## src/rtl/uart_file_loader.sv

```systemverilog
// ============================================================================
// uart_file_loader
// ----------------------------------------------------------------------------
// Drains the UART receiver FIFO one byte at a time, parses framed load packets
// and writes the assembled 32-bit words into instruction or data memory.
//
// Frame: SYNC, CMD, ADDR_H, ADDR_L, LEN, LEN*4 payload bytes (little-endian),
//        CHK (XOR of CMD .. last payload byte). LEN = 0 means 256 words.
//
// Ports:
//   clk_rx, rst_clk_rx      clock, asynchronous active-high reset
//   rx_data, rx_data_rdy    head byte of the first-word-fall-through FIFO
//   frm_err, lost_data      receiver line-error levels (rising edge matters)
//   read_en                 one-cycle FIFO pop
//   mem_we/sel/addr/wdata   registered memory write port
//   busy                    state is not IDLE
//   load_done               one-cycle pulse on a good checksum
//   err_code                sticky: 0 none, 1 bad cmd, 2 checksum, 3 timeout/line
//   word_count              words written in the last/current frame
// ============================================================================
module uart_file_loader #(
    parameter int          ADDR_W         = 16,
    parameter int          TIMEOUT_CYCLES = 1_000_000,
    parameter logic [7:0]  SYNC_BYTE      = 8'hA5
) (
    input  logic              clk_rx,
    input  logic              rst_clk_rx,
    input  logic [7:0]        rx_data,
    input  logic              rx_data_rdy,
    input  logic              frm_err,
    input  logic              lost_data,
    output logic              read_en,
    output logic              mem_we,
    output logic              mem_sel,
    output logic [ADDR_W-1:0] mem_addr,
    output logic [31:0]       mem_wdata,
    output logic              busy,
    output logic              load_done,
    output logic [1:0]        err_code,
    output logic [8:0]        word_count
);

    typedef enum logic [2:0] {
        S_IDLE,
        S_CMD,
        S_ADDR_H,
        S_ADDR_L,
        S_LEN,
        S_PAYLOAD,
        S_CHK,
        S_DRAIN
    } state_t;

    localparam int                IDLE_W    = $clog2(TIMEOUT_CYCLES + 1);
    localparam logic [IDLE_W-1:0] IDLE_LAST = IDLE_W'(TIMEOUT_CYCLES - 1);
    localparam logic [IDLE_W-1:0] IDLE_MAX  = IDLE_W'(TIMEOUT_CYCLES);

    state_t              state;
    state_t              state_next;
    logic                gap;
    logic                frm_err_q;
    logic                lost_data_q;
    logic                line_err;
    logic                consume;
    logic                timeout_hit;
    logic [IDLE_W-1:0]   idle_cnt;
    logic                cmd_sel;
    logic [7:0]          addr_h;
    logic [15:0]         addr_full;
    logic [ADDR_W-1:0]   addr;
    logic [8:0]          remaining;
    logic [1:0]          byte_idx;
    logic [31:0]         asm_word;
    logic [31:0]         next_word;
    logic [7:0]          chk;

    // Line errors only count on their rising edge and only while a frame is
    // being handled; they take priority over consuming a byte that cycle.
    assign line_err    = (state != S_IDLE) &&
                         ((frm_err && !frm_err_q) || (lost_data && !lost_data_q));

    // gap enforces the dead cycle after every pop so the FIFO empty flag can
    // settle. It also resets to 1, which keeps read_en low during reset.
    assign consume     = rx_data_rdy && !gap && !line_err;

    // A byte arriving on the same cycle as the timeout wins.
    assign timeout_hit = !consume && (idle_cnt >= IDLE_LAST);

    assign addr_full   = {addr_h, rx_data};
    assign next_word   = {rx_data, asm_word[31:8]};

    // State register
    always_ff @(posedge clk_rx or posedge rst_clk_rx) begin
        if (rst_clk_rx) begin
            state <= S_IDLE;
        end else begin
            state <= state_next;
        end
    end

    // Next-state logic
    always_comb begin
        state_next = state;
        if (line_err) begin
            state_next = S_DRAIN;
        end else if (consume) begin
            case (state)
                S_IDLE:    if (rx_data == SYNC_BYTE) state_next = S_CMD;
                S_CMD:     state_next = (rx_data == 8'h01 || rx_data == 8'h02) ? S_ADDR_H : S_DRAIN;
                S_ADDR_H:  state_next = S_ADDR_L;
                S_ADDR_L:  state_next = S_LEN;
                S_LEN:     state_next = S_PAYLOAD;
                S_PAYLOAD: if (byte_idx == 2'd3 && remaining == 9'd1) state_next = S_CHK;
                S_CHK:     state_next = S_IDLE;
                S_DRAIN:   state_next = S_DRAIN;
                default:   state_next = S_IDLE;
            endcase
        end else if (timeout_hit && state != S_IDLE) begin
            // Covers both an aborted frame and the end of draining.
            state_next = S_IDLE;
        end
    end

    // Combinational outputs
    always_comb begin
        read_en = consume;
        busy    = (state != S_IDLE);
    end

    // Datapath: byte pacing, idle timer, field capture, word assembly,
    // checksum and the registered memory write port.
    always_ff @(posedge clk_rx or posedge rst_clk_rx) begin
        if (rst_clk_rx) begin
            gap         <= 1'b1;
            frm_err_q   <= 1'b0;
            lost_data_q <= 1'b0;
            idle_cnt    <= '0;
            cmd_sel     <= 1'b0;
            addr_h      <= 8'h00;
            addr        <= '0;
            remaining   <= 9'd0;
            byte_idx    <= 2'd0;
            asm_word    <= 32'h0;
            chk         <= 8'h00;
            mem_we      <= 1'b0;
            mem_sel     <= 1'b0;
            mem_addr    <= '0;
            mem_wdata   <= 32'h0;
            load_done   <= 1'b0;
            err_code    <= 2'd0;
            word_count  <= 9'd0;
        end else begin
            gap         <= consume;
            frm_err_q   <= frm_err;
            lost_data_q <= lost_data;
            mem_we      <= 1'b0;
            load_done   <= 1'b0;

            if (consume || line_err) begin
                idle_cnt <= '0;
            end else if (idle_cnt != IDLE_MAX) begin
                idle_cnt <= idle_cnt + IDLE_W'(1);
            end

            if (line_err) begin
                err_code <= 2'd3;
            end else if (consume) begin
                case (state)
                    S_IDLE: begin
                        if (rx_data == SYNC_BYTE) begin
                            err_code   <= 2'd0;
                            word_count <= 9'd0;
                            chk        <= 8'h00;
                        end
                    end
                    S_CMD: begin
                        chk     <= chk ^ rx_data;
                        cmd_sel <= (rx_data == 8'h02);
                        if (rx_data != 8'h01 && rx_data != 8'h02) begin
                            err_code <= 2'd1;
                        end
                    end
                    S_ADDR_H: begin
                        chk    <= chk ^ rx_data;
                        addr_h <= rx_data;
                    end
                    S_ADDR_L: begin
                        chk  <= chk ^ rx_data;
                        addr <= ADDR_W'(addr_full);
                    end
                    S_LEN: begin
                        chk       <= chk ^ rx_data;
                        remaining <= (rx_data == 8'h00) ? 9'd256 : {1'b0, rx_data};
                        byte_idx  <= 2'd0;
                    end
                    S_PAYLOAD: begin
                        chk      <= chk ^ rx_data;
                        asm_word <= next_word;
                        byte_idx <= byte_idx + 2'd1;
                        if (byte_idx == 2'd3) begin
                            mem_we     <= 1'b1;
                            mem_sel    <= cmd_sel;
                            mem_addr   <= addr;
                            mem_wdata  <= next_word;
                            addr       <= addr + ADDR_W'(1);
                            word_count <= word_count + 9'd1;
                            remaining  <= remaining - 9'd1;
                        end
                    end
                    S_CHK: begin
                        if (rx_data == chk) begin
                            load_done <= 1'b1;
                        end else begin
                            err_code <= 2'd2;
                        end
                    end
                    default: begin
                    end
                endcase
            end else if (timeout_hit && state != S_IDLE && state != S_DRAIN) begin
                err_code <= 2'd3;
            end
        end
    end

endmodule

```

## config.mk

```make
export PLATFORM = sky130hd
export DESIGN_NAME = uart_file_loader
export DESIGN_NICKNAME = d
export VERILOG_FILES = /design/src/rtl/uart_file_loader.sv
export SDC_FILE = /design/constraint.sdc
export NUM_CORES = 1
export LEC_CHECK = 0
export BUFFER_PORTS_ARGS = -buffer_cell sky130_fd_sc_hd__buf_4
export CAP_MARGIN = 20
export CORE_UTILIZATION = 43
export CTS_CLUSTER_DIAMETER = 60
export DETAILED_ROUTE_END_ITERATION = 10
export PLACE_DENSITY_LB_ADDON = 0.08
export SLEW_MARGIN = 20
export SYNTH_ARGS = -nofsm -noshare
export SYNTH_HDL_FRONTEND = slang
export SYNTH_SLANG_ARGS = --single-unit
```

## constraint.sdc

```tcl
create_clock -name clk_rx -period 4.7 [get_ports clk_rx]
set_clock_uncertainty 0.2 [all_clocks]
set_input_delay 0.235 -clock clk_rx [delete_from_list [all_inputs] [get_ports clk_rx]]
set_output_delay 0.235 -clock clk_rx [all_outputs]
set_load 0.02 [all_outputs]
```

---- Word level (Yosys, flattened, before mapping) ----
Cells that the tools add are included.
storage, ports and cells
  register bits ........................... 164
  bits in latches ......................... 0
  RAM bits ................................ 0
  bits in read-only memories .............. 0
  input port bits ......................... 13
  output and inout port bits .............. 64
  word-level logic and storage cells ...... 126
  memories kept ........................... 0
operators by class
  add/sub/neg operators ................... 5
  multipliers ............................. 0
  divide/modulo/power cells ............... 0
  order comparisons ....................... 1
  equal/unequal tests ..................... 24
  shift-type cells ........................ 0
  mux-type cells .......................... 35
  bitwise operators ....................... 2
  reductions and logical operators ........ 40
operators with widths
  operator                                                             count
  20-bit 2-to-1 mux                                                    2
  9-bit 2-to-1 mux                                                     4
  9-bit case mux with 2 select lines                                   2
  16-bit case mux with 2 select lines                                  1
  3-bit case mux with 8 select lines                                   1
  20-bit by 1-bit adder with 20-bit output (second input constant)     1
  20-bit greater-or-equal comparator (second input constant)           1
  20-bit != test (second input constant)                               1
  3-bit 2-to-1 mux                                                     6
  16-bit by 1-bit adder with 16-bit output (second input constant)     1
  16-bit 2-to-1 mux                                                    1
  4-bit != test (second input constant)                                4
  8-bit case mux with 2 select lines                                   1
  4-bit AND reduction                                                  4
  3-bit AND reduction                                                  5
  3-bit == test (second input constant)                                4
  2-bit 2-to-1 mux                                                     6
  1-bit logical AND                                                    10
  5-bit AND reduction                                                  2
  2-bit nonzero test                                                   5
  9-bit by 1-bit adder with 9-bit output (second input constant)       1
  9-bit by 1-bit == test with 1-bit output (second input constant)     1
  3-bit nonzero test                                                   3
  9-bit by 1-bit subtractor with 9-bit output (second input constant)  1
  24 further kinds                                                     39

---- Depth between registers and ports, before layout ----
  depth after elaboration ................. 13
  mapped depth ............................ 9

---- Least setup slack after synthesis ----
Ideal clock, no wire load.
  kind .................................... register to register
  start ................................... register state[1]
  end ..................................... register addr_h[0]
  data arrival time ....................... 2240 ps
  data required time ...................... 4375 ps
  setup slack ............................. 2136 ps
  cell stages (with the launch flop) ...... 7
  period minus slack after synthesis ...... 2564 ps
  path through ............................ dfrtp_1 -> buf_2 -> nor3_2 -> inv_2 -> a21oi_1 -> nand3_1 -> mux2_2
on the way
  word-level cells in the longest chain between the ends .. 5
  elaborated cells between the ends (all ways) .. 7
  classes of those cells .................. eq/ne: 1; bitwise: 1; reduce/logical: 5
ends and longest elaborated chain
  element                               RTL line  text
  start: declaration                    58        state_t state;
  start signal: assignment              97        state <= state_next;
  3-bit nonzero test                    -
  via busy                              37        output logic busy,
  1-bit logical AND                     79        assign line_err = (state != S_IDLE) &&
  1-bit logical NOT                     84        assign consume = rx_data_rdy && !gap && !line_err;
  1-bit logical AND                     84
  via read_en                           32        output logic read_en,
  3-bit AND reduction (no source line)  -
  end signal: assignment                185       addr_h <= rx_data;
  end: declaration                      68        logic [7:0] addr_h;
The timed path passes the listed nets, and every way through them passes these cells.
A chain may end at the register's enable or synchronous reset.

---- Worst setup path in the final report ----
  start ................................... register state[1]
  end ..................................... register mem_wdata[0]
on the way
  word-level cells in the longest chain between the ends .. 5
  elaborated cells between the ends (all ways) .. 7
  classes of those cells .................. eq/ne: 1; bitwise: 1; reduce/logical: 5
ends and longest elaborated chain
  element                                   RTL line  text
  3-bit nonzero test                        79
  1-bit logical AND                         79
  1-bit logical NOT                         84
  1-bit logical AND                         84
  4-bit AND reduction (no source line) (*)  -
  end signal: assignment                    204       mem_wdata <= next_word;
  end: declaration                          36        output logic [31:0] mem_wdata,
Every way passes the cells marked *; elsewhere a longest branch is shown, timed or not.

==> results.md <==
- The number of cells produced by synthesis is 666.
- Counting instances, the worst hold path has a depth of 3.
- The root buffer cell is clkbuf_16.
- Setup violations remaining at the end of the flow were counted as 0.
- The first global-routing pass estimated 27500 um of wire.
- The critical register-to-register path startpoint is state[1].
- Counting flops and latches in the post-synthesis netlist gives 156.
- The synthesized area is 7290 sq um.
- The total of buffers placed on input and output ports is 76.
- The post-route met1 wirelength is 7860 um.
- The number of optimization iterations in the first detailed-route pass is 4.
- The logic depth of the worst register-to-register path is 7.
- In this run the horizontal extent of the chip is 132 um.
- The ratio of cells with drive above 1 in the final layout is 0.286.
- The floorplan die area is 17500 sq um.
- The total routing usage reported by global routing is 0.199.
- The number of design rule violations left after detail routing is 0.
- The maximum clock frequency is 0.335 GHz.
- The hold violation count in the final report is 0.
- The number of antenna diodes in the final layout is 0.
- The final weighted congestion of routability-driven global placement is 0.825.
- The startpoint of the most critical hold path is rx_data[5].
- The number of max-cap violations is 0.
- From bottom edge to top edge, the die measures 132 um.
- The H-tree was split into 4 levels.
- The total vias in the final route is 5262.
- The final layout net count is 762.
- Yosys mapped a number of flops with a built-in enable equal to 0.
- For this design, the sink count on the clock tree is 156.
- The wire length after detailed routing is 16400 um.
- Summed over all instances, the cell type with the most area after synthesis is dfrtp_1.
- Buffers inserted during clock tree synthesis total 17.
- The filler cells instantiated in the layout total 1497.
- The Yosys step of the flow raised 0 warnings.
- The antenna violation net count after detailed routing is 0.
- The post-synthesis area per instance is 10.9 sq um.
- Of the post-synthesis cell area, the dominant cell type holds 0.532.
- The number of primary I/O pins is 77.
- The via count of the first global-routing pass is 5300.
- By area the synthesized netlist is led by dfrtp_1 (53%), mux2_2 (13%), o21ai_0 (3.8%).
- The area added between synthesis and finish is 19.4%.
- The number of buffers added for setup after CTS is 0.
- The required time of the critical path is 4810 ps.
- For hold timing, the worst endpoint is chk[5].
- The maximum net fanout on the critical path is 31.
- The startpoint of the most critical setup path is state[1].
- Clock latency on the worst-skew pair, taken at its later pin, is 430 ps.
- The nature of the critical path startpoint is a flip-flop.
- The hold buffer count at CTS is 10.
- Signal routing reaches up to met4.
- The smallest clock period supported by the final layout is computed as 2990 ps.
- Setup repair after global routing left no endpoint under its margin.
- The setup slack of the most critical reg-to-reg path is 1710 ps.
- The pin count of the biggest net entering global routing is 60.
- The netlist uses 58 different library cells.
- The run finished with clean final reports.
- The clock-pin slew on the worst setup and hold paths is 70 ps.
- The post-synthesis net count is 686.
- At the pin with the least slew margin, the transition time is 1000 ps.
- For the final routed database, the setup TNS stands at 0 ps.
- The routed design uses 669 um of met3 wire.
- Setup slack closes at 1710 ps.
- Ranked by instance count, the synthesized netlist is headed by dfrtp_1 (155), mux2_2 (84), nor2_1 (67).
- In the synthesized netlist the async set-or-reset flop fraction comes to 1.00.
- The number of antenna violations at the first check in global routing came to 0.
- The post-synthesis sequential area ratio is 0.536.
- The number of gates resized after CTS was 0.
- The final count of pins violating max slew is 0.
- In the detailed route, the total length drawn on met2 is 7610 um.
- The period utilization is 0.636.
- The critical path start-end classification is reg2reg.
- The clock passes through at most 2 buffers.
- For this run the aggregate overflow at the end of global routing stands at 0.
- The most used flip-flop cell after synthesis is dfrtp_1.
- Prior to clock tree synthesis, the placed netlist has a worst setup slack of 1720 ps.
- Headroom to the max-slew limit came out at 0.329.
- TritonCTS built the clock tree.
- In this run the critical register-to-register path is captured at mem_wdata[0].
- The critical path endpoint category is a flip-flop.
- For this design the static power due to leakage is 4.06 nW.
- Dividing total power by cell area gives a power density of 569 nW/um^2.
- Dividing the detail-routed via count by the number of cells gives 5.40.
- The DRC violation total after the first TritonRoute iteration is 308.
- The largest vdd supply drop is 0.313 mV.
- In this run the standard cell core region covers 16600 sq um.
- The standard-cell row count is 47.
- In the post-synthesis netlist, the cell with the most instances is dfrtp_1.
- After legalization and detailed placement, the total HPWL measured 10900 um.
- The type of the worst min-delay path is in2reg.
- The critical path data arrival time is 3100 ps.
- The initial cell density of the core is 0.440.
- In the final routed layout, each cell accounts on average for 16.8 um.
[area by class of cell]
type | count | area (sq um) | area share
Clock buffer | 18 | 429 | 0.0493
Clock inverter | 14 | 176 | 0.0203
Inverter | 13 | 53.8 | 0.00618
Multi-Input combinational cell | 463 | 3160 | 0.363
Sequential cell | 156 | 3910 | 0.448
Tap cell | 220 | 275 | 0.0316
Timing Repair Buffer | 91 | 708 | 0.0813
[routing by layer]
layer  track usage  vias up
met1         0.273     2625
met5             0        -
met4        0.0683        0
li1              -     2501
met2         0.308      115
met3        0.0473       21
[how the worst max path moves through the flow]
stage	to	slack (ps)	cells past startpoint
after floorplan	addr[0]	60	1
after global placement	mem_wdata[9]	1780	7
after detailed placement	mem_wdata[0]	1720	7
after CTS	mem_wdata[0]	1710	7
after global routing	mem_wdata[31]	1500	7
final	mem_wdata[0]	1710	7
[logic make-up after synthesis]
group           Yosys count  share of synthesized area
fa+ha+maj                 7                     0.0120
xor+xnor                 29                     0.0348
mux                      88                      0.137
buf+inv                  47                     0.0311
flops                   156                      0.536
compound gates          126                      0.101
simple gates            213                      0.149
[per-stage QoR]
step,power [mW],hold WS (ps),utilization,std cells,area [sq um]
floorplan,3.07,66.4,-,666,7290
global placement,3.51,129,0.482,933,8000
detailed placement,3.55,138,0.482,933,8000
CTS,5.00,5.81,0.525,975,8710
global route,5.26,7.86,0.525,975,8710
finish,4.95,20.4,0.525,975,8710
[placed cells by master, fill, tap and decap left out, types with 4 or more instances in the layout]
cell | synthesis | layout
a2bb2oi_1 | 6 | 6
inv_8 | 0 | 5
nor3_1 | 14 | 14
o22a_1 | 4 | 4
o21ai_0 | 56 | 56
nand2_1 | 37 | 37
and3_1 | 11 | 11
nand4_1 | 10 | 10
inv_6 | 0 | 5
nand3_1 | 24 | 24
buf_4 | 2 | 81
dlygate4sd3_1 | 0 | 10
a21oi_1 | 40 | 40
xnor2_1 | 10 | 10
nor2_1 | 67 | 67
dfrtp_1 | 155 | 155
clkbuf_16 | 0 | 17
or3_1 | 4 | 4
nor4_1 | 5 | 5
o22ai_1 | 5 | 5
inv_1 | 11 | 10
a31oi_1 | 4 | 4
mux2_2 | 84 | 84
ha_1 | 7 | 7
nand2b_1 | 12 | 12
xor2_1 | 19 | 19
[sequential cells by signal, indices dropped and copies added (netlist names), 2 cells and up]
register and count:
mem_wdata 32, chk 8, addr_h 8, addr 16
mem_addr 16, err_code 2, asm_word 24, idle_cnt 20
word_count 9, remaining 9, byte_idx 2, state 3
[power breakdown]
group | switching (mW) | total, mW | internal (mW) | leakage [nW]
clock | 0.607 | 1.42 | 0.808 | 0.296
combinational | 0.764 | 1.44 | 0.672 | 1.72
sequential | 0.343 | 2.10 | 1.76 | 2.05
total | 1.71 | 4.95 | 3.24 | 4.06
[worst max-delay path, cell delays in order (launching register included)]
cell	delay (ps)
dfrtp_1	490
and2b_1	320
nand2_1	70
buf_4	260
a211oi_4	310
nand2_4	270
inv_2	520
mux2_2	400
(Power assumes the default switching activity.)
